`src/rtl/lights_pkg.sv`:
```
// Shared widths, colour field positions and the per-period fade step used by
// the RGB PWM driver and its channels.
package lights_pkg;

  localparam int CH_W  = 8;
  localparam int RGB_W = 24;
  localparam int PSC_W = 16;

  localparam int RED_HI   = 23;
  localparam int RED_LO   = 16;
  localparam int GREEN_HI = 15;
  localparam int GREEN_LO = 8;
  localparam int BLUE_HI  = 7;
  localparam int BLUE_LO  = 0;

  localparam logic [RGB_W-1:0] WHITE   = 24'hFFFF_FF;
  localparam logic [CH_W-1:0]  CNT_MAX = 8'hFF;

  // One step toward the target; saturation comes for free because we only
  // move when the target lies strictly beyond the current value.
  function automatic logic [CH_W-1:0] fade_step(input logic [CH_W-1:0] cur,
                                                input logic [CH_W-1:0] tgt);
    logic [CH_W-1:0] nxt;
    nxt = cur;
    if (cur < tgt)      nxt = cur + 8'd1;
    else if (cur > tgt) nxt = cur - 8'd1;
    return nxt;
  endfunction

endpackage

```
`src/rtl/rgb_pwm_driver_if.sv`:
```
// Colour-in / PWM-out bundle of the RGB PWM driver. There is no handshake:
// light is a level the driver samples at its own period boundaries, and the
// outputs are free-running registered levels plus a one-cycle period pulse.
interface rgb_pwm_driver_if;
  import lights_pkg::*;

  logic             enable;
  logic [RGB_W-1:0] light;
  logic             pwm_r;
  logic             pwm_g;
  logic             pwm_b;
  logic [RGB_W-1:0] current;
  logic             period_start;

  modport master (
    output enable, light,
    input  pwm_r, pwm_g, pwm_b, current, period_start
  );

  modport slave (
    input  enable, light,
    output pwm_r, pwm_g, pwm_b, current, period_start
  );

endinterface

```
`src/rtl/pwm_channel.sv`:
```
// One colour channel: duty register updated only at period boundaries (jump or
// fade), compared against the shared PWM counter into a registered pin.
module pwm_channel
  import lights_pkg::*;
#(
  parameter bit FADE_EN = 1'b1
) (
  input  logic            clk,
  input  logic            rst,
  input  logic            enable,
  input  logic            boundary,
  input  logic [CH_W-1:0] target,
  input  logic [CH_W-1:0] cnt,
  output logic [CH_W-1:0] current,
  output logic            pwm
);

  logic [CH_W-1:0] current_q, current_d;
  logic            pwm_q, pwm_d;

  // The compare uses the pre-edge duty, so a boundary update lands exactly
  // when the counter restarts at 0 and no period is ever mixed.
  always_comb begin
    current_d = current_q;
    if (boundary) begin
      current_d = FADE_EN ? fade_step(current_q, target) : target;
    end
    pwm_d = enable && (current_q > cnt);
  end

  always_ff @(posedge clk or negedge rst) begin
    if (!rst) begin
      current_q <= '0;
      pwm_q     <= 1'b0;
    end else begin
      current_q <= current_d;
      pwm_q     <= pwm_d;
    end
  end

  assign current = current_q;
  assign pwm     = pwm_q;

endmodule

```
`src/rtl/rgb_pwm_driver.sv`:
```
// Three-channel PWM LED driver: prescaler and 8-bit period counter shared by
// three pwm_channel instances, with a registered period_start pulse.
module rgb_pwm_driver
  import lights_pkg::*;
#(
  parameter int unsigned PRESCALE = 4,
  parameter int unsigned FADE_EN  = 1
) (
  input logic              clk,
  input logic              rst,
  rgb_pwm_driver_if.slave  bus
);

  localparam logic [PSC_W-1:0] PSC_LAST = PSC_W'(PRESCALE - 1);
  localparam bit               FADE_BIT = (FADE_EN != 0);

  logic [PSC_W-1:0] psc_q, psc_d;
  logic [CH_W-1:0]  cnt_q, cnt_d;
  logic             ps_q, ps_d;
  logic             tick;
  logic             boundary;

  logic [CH_W-1:0]  cur_r, cur_g, cur_b;

  // Disable overrides everything, including a boundary in the same cycle.
  always_comb begin
    tick     = bus.enable && (psc_q == PSC_LAST);
    boundary = tick && (cnt_q == CNT_MAX);
    psc_d    = tick ? '0 : psc_q + 1'b1;
    cnt_d    = tick ? cnt_q + 1'b1 : cnt_q;
    ps_d     = boundary;
    if (!bus.enable) begin
      psc_d = '0;
      cnt_d = '0;
      ps_d  = 1'b0;
    end
  end

  always_ff @(posedge clk or negedge rst) begin
    if (!rst) begin
      psc_q <= '0;
      cnt_q <= '0;
      ps_q  <= 1'b0;
    end else begin
      psc_q <= psc_d;
      cnt_q <= cnt_d;
      ps_q  <= ps_d;
    end
  end

  pwm_channel #(.FADE_EN(FADE_BIT)) u_red (
    .clk      (clk),
    .rst      (rst),
    .enable   (bus.enable),
    .boundary (boundary),
    .target   (bus.light[RED_HI:RED_LO]),
    .cnt      (cnt_q),
    .current  (cur_r),
    .pwm      (bus.pwm_r)
  );

  pwm_channel #(.FADE_EN(FADE_BIT)) u_green (
    .clk      (clk),
    .rst      (rst),
    .enable   (bus.enable),
    .boundary (boundary),
    .target   (bus.light[GREEN_HI:GREEN_LO]),
    .cnt      (cnt_q),
    .current  (cur_g),
    .pwm      (bus.pwm_g)
  );

  pwm_channel #(.FADE_EN(FADE_BIT)) u_blue (
    .clk      (clk),
    .rst      (rst),
    .enable   (bus.enable),
    .boundary (boundary),
    .target   (bus.light[BLUE_HI:BLUE_LO]),
    .cnt      (cnt_q),
    .current  (cur_b),
    .pwm      (bus.pwm_b)
  );

  assign bus.current      = {cur_r, cur_g, cur_b};
  assign bus.period_start = ps_q;

endmodule

```
`src/flat_wrapper.sv`:
```
// flat-port wrapper written by rule: the top's interface ports become plain ports
module rgb_pwm_driver_flat import lights_pkg::*;
#(
  parameter int unsigned PRESCALE = 4,
  parameter int unsigned FADE_EN  = 1
)
  (clk, rst, bus_enable, bus_light, bus_pwm_r, bus_pwm_g, bus_pwm_b, bus_current, bus_period_start);
  rgb_pwm_driver_if bus_i ();
  input logic clk;
  input logic rst;
  input wire logic [$bits(bus_i.enable)-1:0] bus_enable;
  input wire logic [$bits(bus_i.light)-1:0] bus_light;
  output wire logic [$bits(bus_i.pwm_r)-1:0] bus_pwm_r;
  output wire logic [$bits(bus_i.pwm_g)-1:0] bus_pwm_g;
  output wire logic [$bits(bus_i.pwm_b)-1:0] bus_pwm_b;
  output wire logic [$bits(bus_i.current)-1:0] bus_current;
  output wire logic [$bits(bus_i.period_start)-1:0] bus_period_start;
  assign bus_i.enable = bus_enable;
  assign bus_i.light = bus_light;
  assign bus_pwm_r = bus_i.pwm_r;
  assign bus_pwm_g = bus_i.pwm_g;
  assign bus_pwm_b = bus_i.pwm_b;
  assign bus_current = bus_i.current;
  assign bus_period_start = bus_i.period_start;
  rgb_pwm_driver #(.PRESCALE(PRESCALE), .FADE_EN(FADE_EN)) u_core (.clk(clk), .rst(rst), .bus(bus_i));
endmodule
```
`config.mk`:
```
export PLATFORM = sky130hd
export DESIGN_NAME = rgb_pwm_driver_flat
export DESIGN_NICKNAME = d
export VERILOG_FILES = /design/src/rtl/lights_pkg.sv /design/src/rtl/rgb_pwm_driver_if.sv /design/src/rtl/pwm_channel.sv /design/src/rtl/rgb_pwm_driver.sv /design/src/flat_wrapper.sv
export SDC_FILE = /design/constraint.sdc
export NUM_CORES = 1
export LEC_CHECK = 0
export ABC_CLOCK_PERIOD_IN_PS = 3600
export CAP_MARGIN = 20
export CORE_ASPECT_RATIO = 1.75
export CORE_UTILIZATION = 31
export DETAILED_ROUTE_END_ITERATION = 8
export DONT_BUFFER_PORTS = 1
export PLACE_DENSITY_LB_ADDON = 0.05
export SLEW_MARGIN = 15
export SYNTH_ARGS = -nofsm -noshare
export SYNTH_HDL_FRONTEND = slang
export SYNTH_SLANG_ARGS = --single-unit
```
`constraint.sdc`:
```
create_clock -name clk -period 3.6 [get_ports clk]
set_input_delay 0.9 -clock clk [delete_from_list [all_inputs] [get_ports clk]]
set_output_delay 0.9 -clock clk [all_outputs]
set_load 0.02 [all_outputs]
```
==> impl_metrics.ini, run 1 <==
[floorplanning]
die_h_um = 155
pin_count = 55
core_area_um2 = 13000
rows = 55
die_area_um2 = 13900
fp.dieW_um = 89.6
start_util_pct = 32.0

[critical_path]
crit_slowest_cell = or4b_2
worstSetupEndpointType = flop
crit_fanout = 3
crit_arrival_ps = 3470
critPathRequiredTime_ps = 3840
worstSetupStartpointType = primary input
crit_chain = inv_1 > ha_1 > nor2b_1 > o211ai_1 > a21boi_0 > nand2b_1 > ha_1 > nor2b_1 > o21ai_0 > a21boi_1 > or4b_2 > a41oi_1 > a21o_1
critical_path_class = primary input to flop
critPathMaxStageDelay_ps = 610

[sta]
skew_ps = 6.04
post-route-period-util_pct = 89.8
whs_ps = 283
worst_pin_slew_ps = 520
fmax_mhz = 309
grt_setup_unrepaired = no
hold_viol_final = 0
setup_violations = 0
tns_ps = 0
max_slew_margin_pct = 65.2
fin_ws_ps = 367
slew_violations = 0
post-route-min-period_ps = 3230

[run]
cap_violations = 0

[clock_network]
cts.path.max_buffers = 2
h-tree-depth = 2
clock_latency_ps = 300
cts_resized = 0
post_cts_buffers = 0
cts_tree = built
cts.sinks = 52
hold_buffers = 0
ctsRootBufferMaster = clkbuf_16
path_clk_slew_ps = 80
cts_buffers = 5

[yosys]
synth.most_common_cell = ha_1
synth_top_cell_area_share_pct = 31.2
synthTopCellsByCount = ha_1, dfrtp_1, inv_1
synth_ff_type = dfrtp_1
async_flop_share_pct = 100
synth_fp_nets = 544
syn_area_um2 = 4170
synth_cell_types = 51
synthTopCellsByArea = dfrtp_1, ha_1, xnor2_1
yosys_register_bits = 52
yosys.area.top_type = dfrtp_1
synthCells = 446
ys_seq_area_share_pct = 31.2
synth_edf_count = 0
synth.avg_cell_area_um2 = 9.34
yosysWarnings = 0

[power_and_ir_drop]
p_leak_uw = 0.00244
peakVddDrop_v = 0.000155
p_per_area_nw_per_um2 = 251

[route]
wire_per_inst_um = 16.0
first_pass_iters = 4
viasPerCell = 5.00
antenna_violating_nets_post_route = 0
drc = 0
wl_um = 10300
vias = 3223
drtIter0Drc = 56

[place]
gp_congestion = 0.783
post-dp-hpwl_um = 8310
place_inst = 637
port_buffers = 0
post-place-ws_ps = 27.1

[layout]
multi_input_area_um2 = 2680
layout-drive-gt1-share_pct = 9.28
final_cells = 645
areaGrowthSynthToFinish_pct = 12.5
diodes = 0
fillers = 1352
seq_area_um2 = 1300
nNetsFinal = 571

[global_route]
overflow = 0
antenna_found_initial = 0
grt_pass1_wl_um = 16900
grt_pass1_vias = 3316
grt_usage_pct = 16.0
grt_max_degree = 53

[run_status]
status = finished clean

[worst_hold_path]
hp-class = primary input to asynchronous set/reset pin
[kinds of logic (layout without fill, tap and decap cells)]
family                     Yosys count  in the layout  synth area share (%)
and+or+nand+nor                    135            135                  18.1
adders and majority gates           71             71                  21.9
muxes                                3              3                 0.871
xor gates and xnor gates            39             39                  8.20
buffers and inverters               45             73                  4.45
DFF                                 52             52                  31.2
AOI/OAI and AO/OA                  101            101                  15.3
[per-layer routing]
layer  track usage (%)  routed length, µm  vias up
met4              3.93                125        0
met3              2.33                237        7
met1              17.7               4140     1544
met2              30.7               5830       36
li1                  -                  -     1636
met5                 0                  0        -
[state kept, by name, summed over array words and instances (netlist names)]
| signal | count |
|---|---|
| u_core.u_green.current | 8 |
| u_core.u_blue.current | 8 |
| u_core.u_blue.pwm | 1 |
| u_core.cnt_q | 8 |
| u_core.bus.period_start | 1 |
| u_core.u_red.pwm | 1 |
| u_core.psc_q | 16 |
| u_core.u_red.current | 8 |
| u_core.u_green.pwm | 1 |
[stage by stage]
stage	area [µm²]	util [%]	power, µW
4_1_cts	4680	36.0	1210
6_report	4680	36.0	1180
3_3_place_gp	4530	34.8	672
3_5_place_dp	4530	34.8	674
5_1_grt	4680	36.0	1240
2_1_floorplan	4170	-	658
[layout make-up]
class	instances	share of cell area [%]
Multi-Input combinational cell	349	57.2
Inverter	40	3.21
Timing Repair Buffer	25	4.01
Clock inverter	3	0.588
Tap cell	171	4.57
Sequential cell	52	27.8
Clock buffer	5	2.67
[worst max-delay path: cells and delay by family]
family | cells | cell delay, ps
buf+inv | 1 | 30
compound gates | 6 | 930
fa+ha+maj | 2 | 560
simple gates | 4 | 1070
[path summary, 6_finish.rpt]
| check | start | to | slack [ps] | depth (start not counted) |
|---|---|---|---|---|
| min reg2reg | u_core.psc_q[0] | u_core.psc_q[0] | 510 | 1 |
| max | bus_light[17] | u_core.u_red.current[6] | 370 | 13 |
| max reg2reg | u_core.u_blue.current[3] | u_core.u_blue.current[7] | 420 | 12 |
| min in group clk | u_core.psc_q[0] | u_core.psc_q[0] | 510 | 1 |
| min | rst | u_core.psc_q[6] | 280 | 0 |
| max in group asynchronous | rst | u_core.u_red.current[6] | 3210 | 0 |
[cell usage in the layout, fill, tap and decap left out, types with 4 or more instances in the layout]
cell type  count
o21a_1         8
nand2_1       35
xnor2_1       23
inv_1         40
nand3_1       12
clkbuf_16      5
o21ai_1       11
nor2b_1        8
o211a_1        5
and2_1         6
o21ai_0       18
ha_1          68
and3_1         4
and4_1         6
nand4_1       10
a21oi_1       28
dfrtp_1       52
xor2_1        16
nor2_1        25
a21o_1        12
nand2b_1       7
buf_4         25
[power by group]
part / switching [µW] / internal, µW / leakage, µW
Combinational: 34.1 / 27.1 / 0.00165
Clock: 251 / 265 / 0.0000719
Sequential: 9.84 / 590 / 0.000724
Total: 295 / 882 / 0.00244
Power figures use the tool's default switching activity.
==> run 2, diff against run 1 <==
--- a/config.mk
+++ b/config.mk
@@ -12,6 +12,7 @@
 export DETAILED_ROUTE_END_ITERATION = 8
 export DONT_BUFFER_PORTS = 1
 export PLACE_DENSITY_LB_ADDON = 0.05
+export RECOVER_POWER = 50
 export SLEW_MARGIN = 15
 export SYNTH_ARGS = -nofsm -noshare
 export SYNTH_HDL_FRONTEND = slang
==> run 2 against run 1 <==
Net effect: die area is the same; cell count unchanged; critical path depth stayed put; via count fell by 0.25%; clock skew is essentially flat; critical path type unchanged; critical endpoint unchanged; largest cell class unchanged.
==> impl_metrics.ini, run 2 (synthesis gave the netlist of run 1 again) <==
[run_status]
status = finished clean

[route]
viasPerCell = 4.98
antenna_violating_nets_post_route = 0
wire_per_inst_um = 16.0
wl_um = 10300
drc = 0
first_pass_iters = 4
drtIter0Drc = 59
vias = 3215

[critical_path]
critPathLaunch = bus_light[17]
cp_num_buf_inv = 1
r2r_slack_ps = 420
worstSetupStartpointType = primary input
crit_fanout = 3
critPathRequiredTime_ps = 3840
cp_top_family = simple AND/OR/NAND/NOR gates
crit_cells = 13
r2r-start = u_core.u_blue.current[3]
crit_slowest_cell = or4b_2
crit_chain = inv_1 > ha_1 > nor2b_1 > o211ai_1 > a21boi_0 > nand2b_1 > ha_1 > nor2b_1 > o21ai_0 > a21boi_1 > or4b_2 > a41oi_1 > a21o_1
endpoint = u_core.u_red.current[6]
crit_arrival_ps = 3470
critical_path_class = primary input to flop
worstSetupEndpointType = flop
reg2reg_to = u_core.u_blue.current[7]
critPathMaxStageDelay_ps = 610
rr_worst_depth = 12

[sta]
hold_viol_final = 0
skew_ps = 5.87
post-route-min-period_ps = 3230
fmax_mhz = 309
whs_ps = 283
setup_violations = 0
grt_setup_unrepaired = no
fin_ws_ps = 367
worst_pin_slew_ps = 520
post-route-period-util_pct = 89.8
slew_violations = 0
max_slew_margin_pct = 65.2
tns_ps = 0

[power_and_ir_drop]
switchingPower_uw = 296
p_leak_uw = 0.00241
p_sw_share_pct = 25.1
combPwrFrac_pct = 5.2
internal_power_uw = 882
finalPower_uw = 1180
p_per_area_nw_per_um2 = 253
power_frac_clock_pct = 43.9
peakVddDrop_v = 0.000155
seqPwrFrac_pct = 50.9

[global_route]
grt_pass1_vias = 3316
grt_max_degree = 53
grt_usage_pct = 16.0
grt_pass1_wl_um = 16900
overflow = 0
antenna_found_initial = 0

[layout]
diodes = 0
largest_reg_flops = 16
layout_common_cells = ha_1, dfrtp_1, inv_1
fillers = 1362
finalInstanceArea_um2 = 4660
regMostFlops = u_core.psc_q
layout-drive-gt1-share_pct = 7.81
final_common_cell = ha_1
nNetsFinal = 571
areaGrowthSynthToFinish_pct = 11.8

[clock_network]
hold_buffers = 0
path_clk_slew_ps = 80
cts_resized = 0
cts_tree = built
clock_latency_ps = 300
post_cts_buffers = 0
cts.path.max_buffers = 2
h-tree-depth = 2
cts_buffers = 5
ctsRootBufferMaster = clkbuf_16
cts.sinks = 52

[place]
post-dp-hpwl_um = 8310
gp_congestion = 0.783
post-place-ws_ps = 27.1
dpl_cell_area_um2 = 4530
port_buffers = 0

[run]
cap_violations = 0

[worst_hold_path]
hp-class = primary input to asynchronous set/reset pin

[floorplanning]
pin_count = 55
die_area_um2 = 13900
core_area_um2 = 13000
start_util_pct = 32.0
rows = 55
die_h_um = 155
fp.dieW_um = 89.6
run 2: changes by cell type in the layout (fill, tap and decap cells not counted), sizes merged:
cell	previous run	this run
buf	25	18
clkbuf	5	12
run 2: how the worst min path moves through the flow:
stage,to,slack [ps],cells past startpoint
2_1_floorplan,u_core.psc_q[0],470,1
5_1_grt,u_core.psc_q[6],270,0
4_1_cts,u_core.psc_q[6],270,0
3_5_place_dp,u_core.psc_q[0],500,1
6_report,u_core.psc_q[6],280,0
3_3_place_gp,u_core.psc_q[0],500,1
run 2: routing by layer:
metal	vias to the layer above	part of all wire [%]	GRT usage (%)
met3	5	2.2	2.33
met4	0	0.95	3.93
li1	1633	-	-
met1	1544	40	17.7
met2	33	57	30.7
met5	-	0	0
run 2: per-stage QoR:
stage | instances | utilization, %
floorplan | 446 | -
global placement | 637 | 34.8
detailed placement | 637 | 34.8
CTS | 645 | 36.0
global route | 645 | 35.8
finish | 645 | 35.8
run 2: final cells by class:
type,instances,area (µm²),share of cell area [%]
sequential,52,1300,27.9
clock inverter,3,27.5,0.591
inverter,40,150,3.22
tap,171,214,4.59
timing repair buffer,25,161,3.46
clock buffer,5,125,2.69
multi-input combinational,349,2680,57.5
run 2: power groups by stage:
stage / registers, µW / logic [µW] / clock network [µW]
6_report: 600 / 61.2 / 517
5_1_grt: 601 / 72.3 / 569
4_1_cts: 600 / 63.4 / 546
3_5_place_dp: 612 / 62.8 / 0
3_3_place_gp: 612 / 60.3 / 0
2_1_floorplan: 609 / 48.9 / 0
